<file path="src/rtl/avmm_lvds_bridge_tx_arbiter.sv">
// Round-robin packet arbiter for the bridge TX channel.
// Prepends a header word to each packet and reserves far-end rx FIFO space with word credits.
module avmm_lvds_bridge_tx_arbiter #(
  parameter int unsigned NREQ    = 2,
  parameter int unsigned MAX_LEN = 16,
  parameter int unsigned CREDITS = 1024
) (
  input  logic                         clk_i,
  input  logic                         rst_i,
  input  logic [NREQ-1:0]              req_i,
  input  logic [NREQ*16-1:0]           len_i,
  input  logic [NREQ-1:0]              dvalid_i,
  input  logic [NREQ*32-1:0]           data_i,
  output logic [NREQ-1:0]              pop_o,
  output logic [NREQ-1:0]              grant_o,
  output logic [NREQ-1:0]              done_o,
  input  logic                         credit_ret_i,
  output logic [$clog2(CREDITS):0]     credits_o,
  output logic [31:0]                  wr_data_o,
  output logic                         wr_req_o,
  output logic                         err_o
);

  localparam int unsigned CW = $clog2(CREDITS) + 1;
  localparam int unsigned IW = (NREQ > 1) ? $clog2(NREQ) : 1;

  typedef enum logic {S_IDLE, S_PAYLOAD} state_e;

  state_e            state_q, state_d;
  logic [IW-1:0]     rr_ptr_q, rr_ptr_d;
  logic [IW-1:0]     idx_q, idx_d;
  logic [15:0]       rem_q, rem_d;
  logic [CW-1:0]     credits_q, credits_d;
  logic [NREQ-1:0]   grant_q, grant_d;
  logic [NREQ-1:0]   done_q, done_d;
  logic [31:0]       wr_data_q, wr_data_d;
  logic              wr_req_q, wr_req_d;
  logic              err_q, err_d;

  logic              cand_found;
  logic [IW-1:0]     cand_idx;
  logic [15:0]       cand_len;
  logic              skip_err;
  logic              grant_now;
  logic              credit_ovf;
  logic [CW-1:0]     reserve;
  logic [31:0]       data_sel;
  int unsigned       idx;

  function automatic logic [IW-1:0] next_ptr(input logic [IW-1:0] k);
    return (32'(k) == NREQ - 1) ? '0 : k + IW'(1);
  endfunction

  // First pending requester from rr_ptr onward; over-length requests are skipped and flagged
  always_comb begin
    cand_found = 1'b0;
    cand_idx   = '0;
    cand_len   = '0;
    skip_err   = 1'b0;
    idx        = 0;
    for (int unsigned i = 0; i < NREQ; i++) begin
      idx = (32'(rr_ptr_q) + i) % NREQ;
      if (!cand_found && req_i[idx]) begin
        if (32'(len_i[idx*16 +: 16]) > MAX_LEN) begin
          skip_err = 1'b1;
        end else begin
          cand_found = 1'b1;
          cand_idx   = IW'(idx);
          cand_len   = len_i[idx*16 +: 16];
        end
      end
    end
  end

  assign grant_now  = (state_q == S_IDLE) && cand_found &&
                      (32'(credits_q) >= 32'(cand_len) + 32'd1);
  assign reserve    = grant_now ? CW'(32'(cand_len) + 32'd1) : '0;
  assign credit_ovf = credit_ret_i && (credits_q == CW'(CREDITS)) && !grant_now;
  assign data_sel   = data_i[32'(idx_q)*32 +: 32];

  always_comb begin
    pop_o = '0;
    if (state_q == S_PAYLOAD) pop_o[idx_q] = dvalid_i[idx_q];
  end

  always_comb begin
    state_d   = state_q;
    rr_ptr_d  = rr_ptr_q;
    idx_d     = idx_q;
    rem_d     = rem_q;
    grant_d   = grant_q;
    done_d    = '0;
    wr_req_d  = 1'b0;
    wr_data_d = wr_data_q;
    err_d     = credit_ovf;
    credits_d = credits_q - reserve + CW'(credit_ret_i && !credit_ovf);
    case (state_q)
      S_IDLE: begin
        grant_d = '0;
        err_d   = credit_ovf | skip_err;
        if (grant_now) begin
          grant_d   = NREQ'(1) << cand_idx;
          wr_req_d  = 1'b1;
          wr_data_d = {8'hA5, 8'(cand_idx), cand_len};
          idx_d     = cand_idx;
          if (cand_len == 16'd0) begin
            done_d   = NREQ'(1) << cand_idx;
            rr_ptr_d = next_ptr(cand_idx);
          end else begin
            rem_d   = cand_len;
            state_d = S_PAYLOAD;
          end
        end
      end
      S_PAYLOAD: begin
        if (dvalid_i[idx_q]) begin
          wr_req_d  = 1'b1;
          wr_data_d = data_sel;
          rem_d     = rem_q - 16'd1;
          if (rem_q == 16'd1) begin
            done_d   = grant_q;
            rr_ptr_d = next_ptr(idx_q);
            state_d  = S_IDLE;
          end
        end
      end
      default: state_d = S_IDLE;
    endcase
  end

  always_ff @(posedge clk_i) begin
    if (rst_i) begin
      state_q   <= S_IDLE;
      rr_ptr_q  <= '0;
      idx_q     <= '0;
      rem_q     <= '0;
      credits_q <= CW'(CREDITS);
      grant_q   <= '0;
      done_q    <= '0;
      wr_data_q <= '0;
      wr_req_q  <= 1'b0;
      err_q     <= 1'b0;
    end else begin
      state_q   <= state_d;
      rr_ptr_q  <= rr_ptr_d;
      idx_q     <= idx_d;
      rem_q     <= rem_d;
      credits_q <= credits_d;
      grant_q   <= grant_d;
      done_q    <= done_d;
      wr_data_q <= wr_data_d;
      wr_req_q  <= wr_req_d;
      err_q     <= err_d;
    end
  end

  assign grant_o   = grant_q;
  assign done_o    = done_q;
  assign credits_o = credits_q;
  assign wr_data_o = wr_data_q;
  assign wr_req_o  = wr_req_q;
  assign err_o     = err_q;

endmodule

</file>
<file path="config.mk">
export PLATFORM = sky130hd
export DESIGN_NAME = avmm_lvds_bridge_tx_arbiter
export DESIGN_NICKNAME = d
export VERILOG_FILES = /design/src/rtl/avmm_lvds_bridge_tx_arbiter.sv
export SDC_FILE = /design/constraint.sdc
export NUM_CORES = 1
export LEC_CHECK = 0
export BUFFER_PORTS_ARGS = -buffer_cell sky130_fd_sc_hd__buf_4
export CORE_UTILIZATION = 35
export CTS_BUF_LIST = sky130_fd_sc_hd__clkbuf_2
export DETAILED_ROUTE_END_ITERATION = 10
export PLACE_DENSITY = 0.68
export SETUP_SLACK_MARGIN = 0.4
export SYNTH_ARGS = -nofsm -noshare
export SYNTH_HDL_FRONTEND = slang
export SYNTH_SLANG_ARGS = --single-unit
</file>
<file path="constraint.sdc">
create_clock -name clk_i -period 6.7 [get_ports clk_i]
set_clock_uncertainty 0.15 [all_clocks]
set_input_delay 0.67 -clock clk_i [delete_from_list [all_inputs] [get_ports clk_i]]
set_output_delay 0.67 -clock clk_i [all_outputs]
set_load 0.01 [all_outputs]
</file>
# Word level (Yosys, flattened, before mapping)
# Cells that the tools add are included.
op_classes:
  addsub: 7
  magnitude_cmp: 7
  n_eq_ne: 7
  shifts: 4
  muxes: 55
  bitwise_logic: 3
  reduce_logical: 15
ops:
  columns: ["op", "count"]
  rows:
  - ["$mux 16", 7]
  - ["$mux 32", 2]
  - ["$pmux 32 s2", 1]
  - ["$shiftx 32x6->16", 2]
  - ["$shiftx 64x7->32", 1]
  - ["$ge 11x32->1", 1]
  - ["$gt 16x5->1 const B", 2]
  - ["$mux 1", 32]
  - ["$pmux 16 s2", 1]
  - ["$add 16x1->17 const B", 1]
  - ["$eq 16x1->1 const B", 1]
  - ["$logic_not 16->1", 1]
  - ["$sub 16x1->16 const B", 1]
  - ["$mux 2", 6]
  - ["$add 11x1->11", 1]
  - ["$eq 11x11->1 const B", 1]
  - ["$mux 11", 1]
  - ["$sub 11x11->11", 1]
  - ["$logic_and 1x1->1", 7]
  - ["$lt 1x2->1 const B", 3]
  - ["$ne 2x1->1 const B", 3]
  - ["$pmux 1 s2", 3]
  - ["$ne 2x2->1 const B", 2]
  - ["$pmux 2 s2", 1]
  - ["other kinds (11)", 16]
totals:
  regBits: 68
  output_inout_bits: 51
  elab_cells: 108

# Depth between registers and ports, before layout
logic_depth:
  depth_word: 15
  depth_mapped: 29
  ltp_nobuf: 28

# Worst setup path after synthesis
# No wires, ideal clock.
synth_path:
  path_type: "input to register"
  startpoint: "input port len_i[24]"
  endpoint: "register credits_q[10], in the netlist credits_o[10]"
  setup_time_ns: 0.120
  arrival_ns: 6.511
  path_slack_ns: -0.081
  cell_stages: 28
  cell_sequence: "or4_4 > or4_4 > a311oi_4 > a22oi_1 > inv_1 > ha_1 > o21ai_0 > a22o_1 > ha_1 > o21ai_0 > nand2b_1 > and3_1 > a221oi_1 > nor2_1 > nand4b_1 > nand2_1 > ha_1 > inv_1 > ha_1 > inv_1 > fa_1 > nor2b_1 > o21ai_0 > a21boi_0 > o21ai_0 > a211oi_1 > o21ai_0 > o31a_1"
synth_between:
  elab_chain_len: 15
  elab_cells_between_ends: 25
synth_rtl:
  columns: ["element", "line", "source"]
  rows:
  - ["from (decl)", "11", "input logic [NREQ*16-1:0] len_i,"]
  - ["parallel branches: the longest is 14 deep, another holds $ge 11x32->1", null, null]
  - ["$add 11x1->11 (*)", "96", "credits_d = credits_q - reserve + CW'(credit_ret_i && !credit_ovf);"]
  - ["to (signal assigned)", "137", "credits_q <= CW'(CREDITS);"]
  - ["to (signal assigned)", "148", "credits_q <= credits_d;"]
  - ["to (decl)", "33", "logic [CW-1:0] credits_q, credits_d;"]
# Mark *: on every way between the ends.
# A chain may end at the register's enable or synchronous reset.

# Final worst setup path
# Ends and elaborated chain as after synthesis.

==> results list <==
- Result of the run: finished clean
- After clock tree synthesis, the clock-pin slew on the worst setup and hold paths is roughly 0.2 ns.
- Average instance area after synthesis: roughly 8.4 sq um
* Remaining global-route overflow: 0
* Std-Cell Core Area: 12,160 sq um
* Largest cells by area after synthesis: sky130_fd_sc_hd__dfxtp_1 31%, sky130_fd_sc_hd__ha_1 9.9%, sky130_fd_sc_hd__a21oi_1 5.8%
- For this run, the register share of the synthesized area comes to a little under a third.
- Maximum clock frequency: about 0.17 GHz
- The max-slew violation count came to 0.
- The synthesized design devotes to its leading area cell type between 30% and 40% of total area.
* Type of the most critical hold path: flop to flop
* Number of hold-slack violations in the final timing report: 0
- Post-synthesis adder-cell area fraction: 10.36%
* Setup repair after global routing missed its margin: true
- Register-to-register setup slack: between 1 and 1.5 ns
- Once detailed placement completed, the half-perimeter wirelength came to just under 10,000 um.
- Post-synthesis instance area: around 4400 sq um
- Vertical extent of the die: roughly 110 um
* Worst Setup Path Type: primary input to flop
* Critical path peak fanout: 6
- Counting along the longest clock path gives a buffer depth of 2.
- In this run the tightest slew margin relative to its limit is about two fifths.
- Simple-gate share of the synthesized area: 20.83%
- Share of final-layout standard cells stronger than drive strength 1: around a third
- The slowest stage of the critical path is the sky130_fd_sc_hd__or4_4 cell.
- ~150 I/O pins were placed.
- Worst setup SP type: primary input
* Sinks on Clock Net: 68
- The tree is rooted in a sky130_fd_sc_hd__clkbuf_2.
- From synthesis to final layout, the design area changed by 34.21%.
- Antenna violations before repair: 1
- Power density relative to cell area: around 190 nW/um^2
- Worst hold path cell count: 2
- STA puts the critical path data arrival time at approximately 6.3 ns.
- Entering global routing, the biggest net connects between 60 and 70 pins.
- Buffers inserted during clock tree synthesis total 9.
- The initial utilization of the core area, before any placement, comes to 36.36%.
- During synthesis, Yosys emitted a total of 0 warnings.
- Detailed Route Iter0 Violations: around 420
- Cell taking the most area after synthesis: sky130_fd_sc_hd__dfxtp_1
- Number of levels in the clock H-tree: 3
- Worst R2R Start: rr_ptr_q$_SDFFE_PP0P_
- For this run, the slowest stage of the critical path takes about 0.58 ns.
* Port-buffer cells: around 150
- Worst VDD drop: between 0.1 and 0.15 mV
- Detailed-routing iteration count for the pre-antenna-repair pass: 5
- The first global-routing pass estimated slightly above 20,000 um of wire.
* Post-DR wirelength/cell: around 15 um
- After layout, the worst path uses 89.82% of the clock period.
* All-Layer GR Usage: 19.56%
* RD Place Congestion: approximately 0.86
- The worst hold path terminates at wr_data_o[4]$_SDFFE_PP0P_.
- TritonCTS clock tree: yes
* Synth Flop Type: sky130_fd_sc_hd__dfxtp_1
- Using the TritonRoute via totals, the vias-per-cell ratio works out to roughly 5.4.
- At the worst endpoint, the required time is around 7 ns.
- Summing over every cut layer, the via total after detailed routing is between 4,000 and 5,000.
- The worst path needs 6.018 ns of the cycle, external delays included.
- In the final layout, the multi-input gates occupy just under 3000 sq um.
- Clock latency at the later pin of the worst-skew pair: roughly 0.51 ns
- Flops & latches, synth: 68
- Cell depth of the worst flop-to-flop path: 26
* Leakage power: between 2 and 3 nW
- The synthesized design contains 0 enable-type register cells.
- Of all flip-flops after synthesis, the portion carrying an async set or reset was 0%.
* Hold Path Origin: wr_data_o[4]$_SDFFE_PP0P_
- Share of the synthesized area in compound gates (AO/OA/AOI/OAI): 22.38%
* Crit. End Element: flop
* Post-synth cell types: 66
- The die covers between 10,000 and 15,000 sq um.
* Sum Neg Setup Slack: 0 ns
- At the end of the flow, the number of nets in the layout was 824.
* ANT nets after route: 0
- Slew at the pin closest to its max-slew limit: 0.9127 ns
* Worst reg2reg endpoint: credits_o[10]$_SDFF_PP1_
- After layout, the design draws a total of roughly 1.1 mW.
- Max-cap violations: 0
- Total wirelength of the detailed-routed design: about 13,000 um
- In the synthesized netlist, the number of instances is 529.
- Of the post-synthesis cell area, the part taken by muxes is roughly 9.0%.
- The via count of the first global-routing pass came to ~4,100.
- Floorplan die width: 114.4 um
- Post-detailed-route DRC marker count: 0
- Xor-xnor portion of the synthesized cell area: under 10%
- In the final layout, flip-flops and latches occupy roughly 1400 sq um.
- Top cells by instance count after synthesis: 68 x sky130_fd_sc_hd__dfxtp_1, 57 x sky130_fd_sc_hd__nand2_1, 51 x sky130_fd_sc_hd__a21oi_1, 40 x sky130_fd_sc_hd__nand3_1, 35 x sky130_fd_sc_hd__ha_1
* Dominant cell by count in the synthesized netlist: sky130_fd_sc_hd__dfxtp_1
- Row generation in the floorplan step produced 40 rows.
- Main combinational cell family by area after synthesis: compound AO/OA/AOI/OAI gates
- Filler instances: 1,171
- Setup violations remaining at the end of the flow were counted as 0.
==> worst max path at each step <==
stage,from,end,slack [ns],cells past startpoint
2_1_floorplan,len_i[24],credits_o[10]$_SDFF_PP1_,0.41,28
3_3_place_gp,len_i[24],credits_o[10]$_SDFF_PP1_,0.17,29
3_5_place_dp,len_i[24],credits_o[10]$_SDFF_PP1_,-0.03,29
4_1_cts,len_i[24],credits_o[10]$_SDFF_PP1_,0.55,29
5_1_grt,len_i[24],credits_o[10]$_SDFF_PP1_,0.34,29
6_report,len_i[24],credits_o[10]$_SDFF_PP1_,0.68,29
==> power by group <==
part / internal (mW) / total (mW) / switching [mW]
clock: 0.0851 / 0.240 / 0.155
combinational: 0.226 / 0.443 / 0.218
sequential: 0.430 / 0.464 / 0.0341
==> state kept, by name, indices dropped and copies added (netlist names) <==
register	flops
wr_req_o	1
err_o	1
done_o	2
wr_data_o	32
state_q	1
rem_q	16
rr_ptr_q	1
credits_o	11
idx_q	1
grant_o	2
==> logic make-up (layout without fill, tap and decap cells) <==
family	count (synthesis)	after routing
adders and majority gates	36	36
DFF	68	68
other	1	12
xor gates and xnor gates	8	8
muxes	37	37
and+or+nand+nor	187	187
buffers and inverters	52	203
AOI/OAI and AO/OA	140	140
==> routing by layer <==
metal / global-route usage (%) / wire [um] / vias to the layer above
li1: - / - / 2270
met1: 25.34 / 5941 / 2198
met2: 32.93 / 5960 / 184
met3: 3.812 / 921 / 10
met4: 5.714 / 155 / 0
met5: 0 / 0 / -
==> cells in the final DEF (no fill, tap or decap), types with 7 or more instances in the layout <==
cell,count
sky130_fd_sc_hd__ha_1,35
sky130_fd_sc_hd__a21o_1,9
sky130_fd_sc_hd__or3_1,7
sky130_fd_sc_hd__nand2_1,57
sky130_fd_sc_hd__buf_4,164
sky130_fd_sc_hd__a21oi_1,50
sky130_fd_sc_hd__inv_1,22
sky130_fd_sc_hd__nor2_1,27
sky130_fd_sc_hd__mux2i_1,15
sky130_fd_sc_hd__dfxtp_1,66
sky130_fd_sc_hd__o211ai_1,9
sky130_fd_sc_hd__nor4_1,7
sky130_fd_sc_hd__mux2_2,22
sky130_fd_sc_hd__nand3_1,40
sky130_fd_sc_hd__clkbuf_2,9
sky130_fd_sc_hd__o21ai_0,13
sky130_fd_sc_hd__nor3_1,16
sky130_fd_sc_hd__conb_1,11
==> metrics by stage <==
step	instances	hold slack, ns	area, sq um	setup WS, ns	utilization (%)
5_1_grt	859	0.2919	5934	0.3450	48.80
3_3_place_gp	839	0.2895	5779	0.1735	47.52
2_1_floorplan	539	0.2775	4484	0.4073	-
4_1_cts	855	0.3058	5891	0.5539	48.44
3_5_place_dp	839	0.2949	5779	-0.02930	47.52
6_report	859	0.3139	5934	0.6823	48.80
==> final cells by class <==
class	instances	area share (%)
Multi-Input combinational cell	419	49.36
Sequential cell	68	22.98
Timing Repair Buffer	164	20.75
Tap cell	168	3.542
Inverter	23	1.455
Clock inverter	7	1.117
Clock buffer	9	0.7590
Antenna cell	1	0.04217
==> repair_timing <==
| item | CTS | global route |
|---|---|---|
| setup endpoints to repair | 0 | 5 |
| hold buffers | 0 | 0 |
| setup buffers | 0 | 3 |
| resized for setup | 0 | 6 |
==> worst max-delay path, delay by kind of cell <==
family	cells	cell delay (ns)
buffers and inverters	4	0.32
AO/OA/AOI/OAI	12	2.10
AND/OR/NAND/NOR	8	1.98
adder cells (fa/ha/maj)	5	1.23
(Power assumes the default switching activity.)
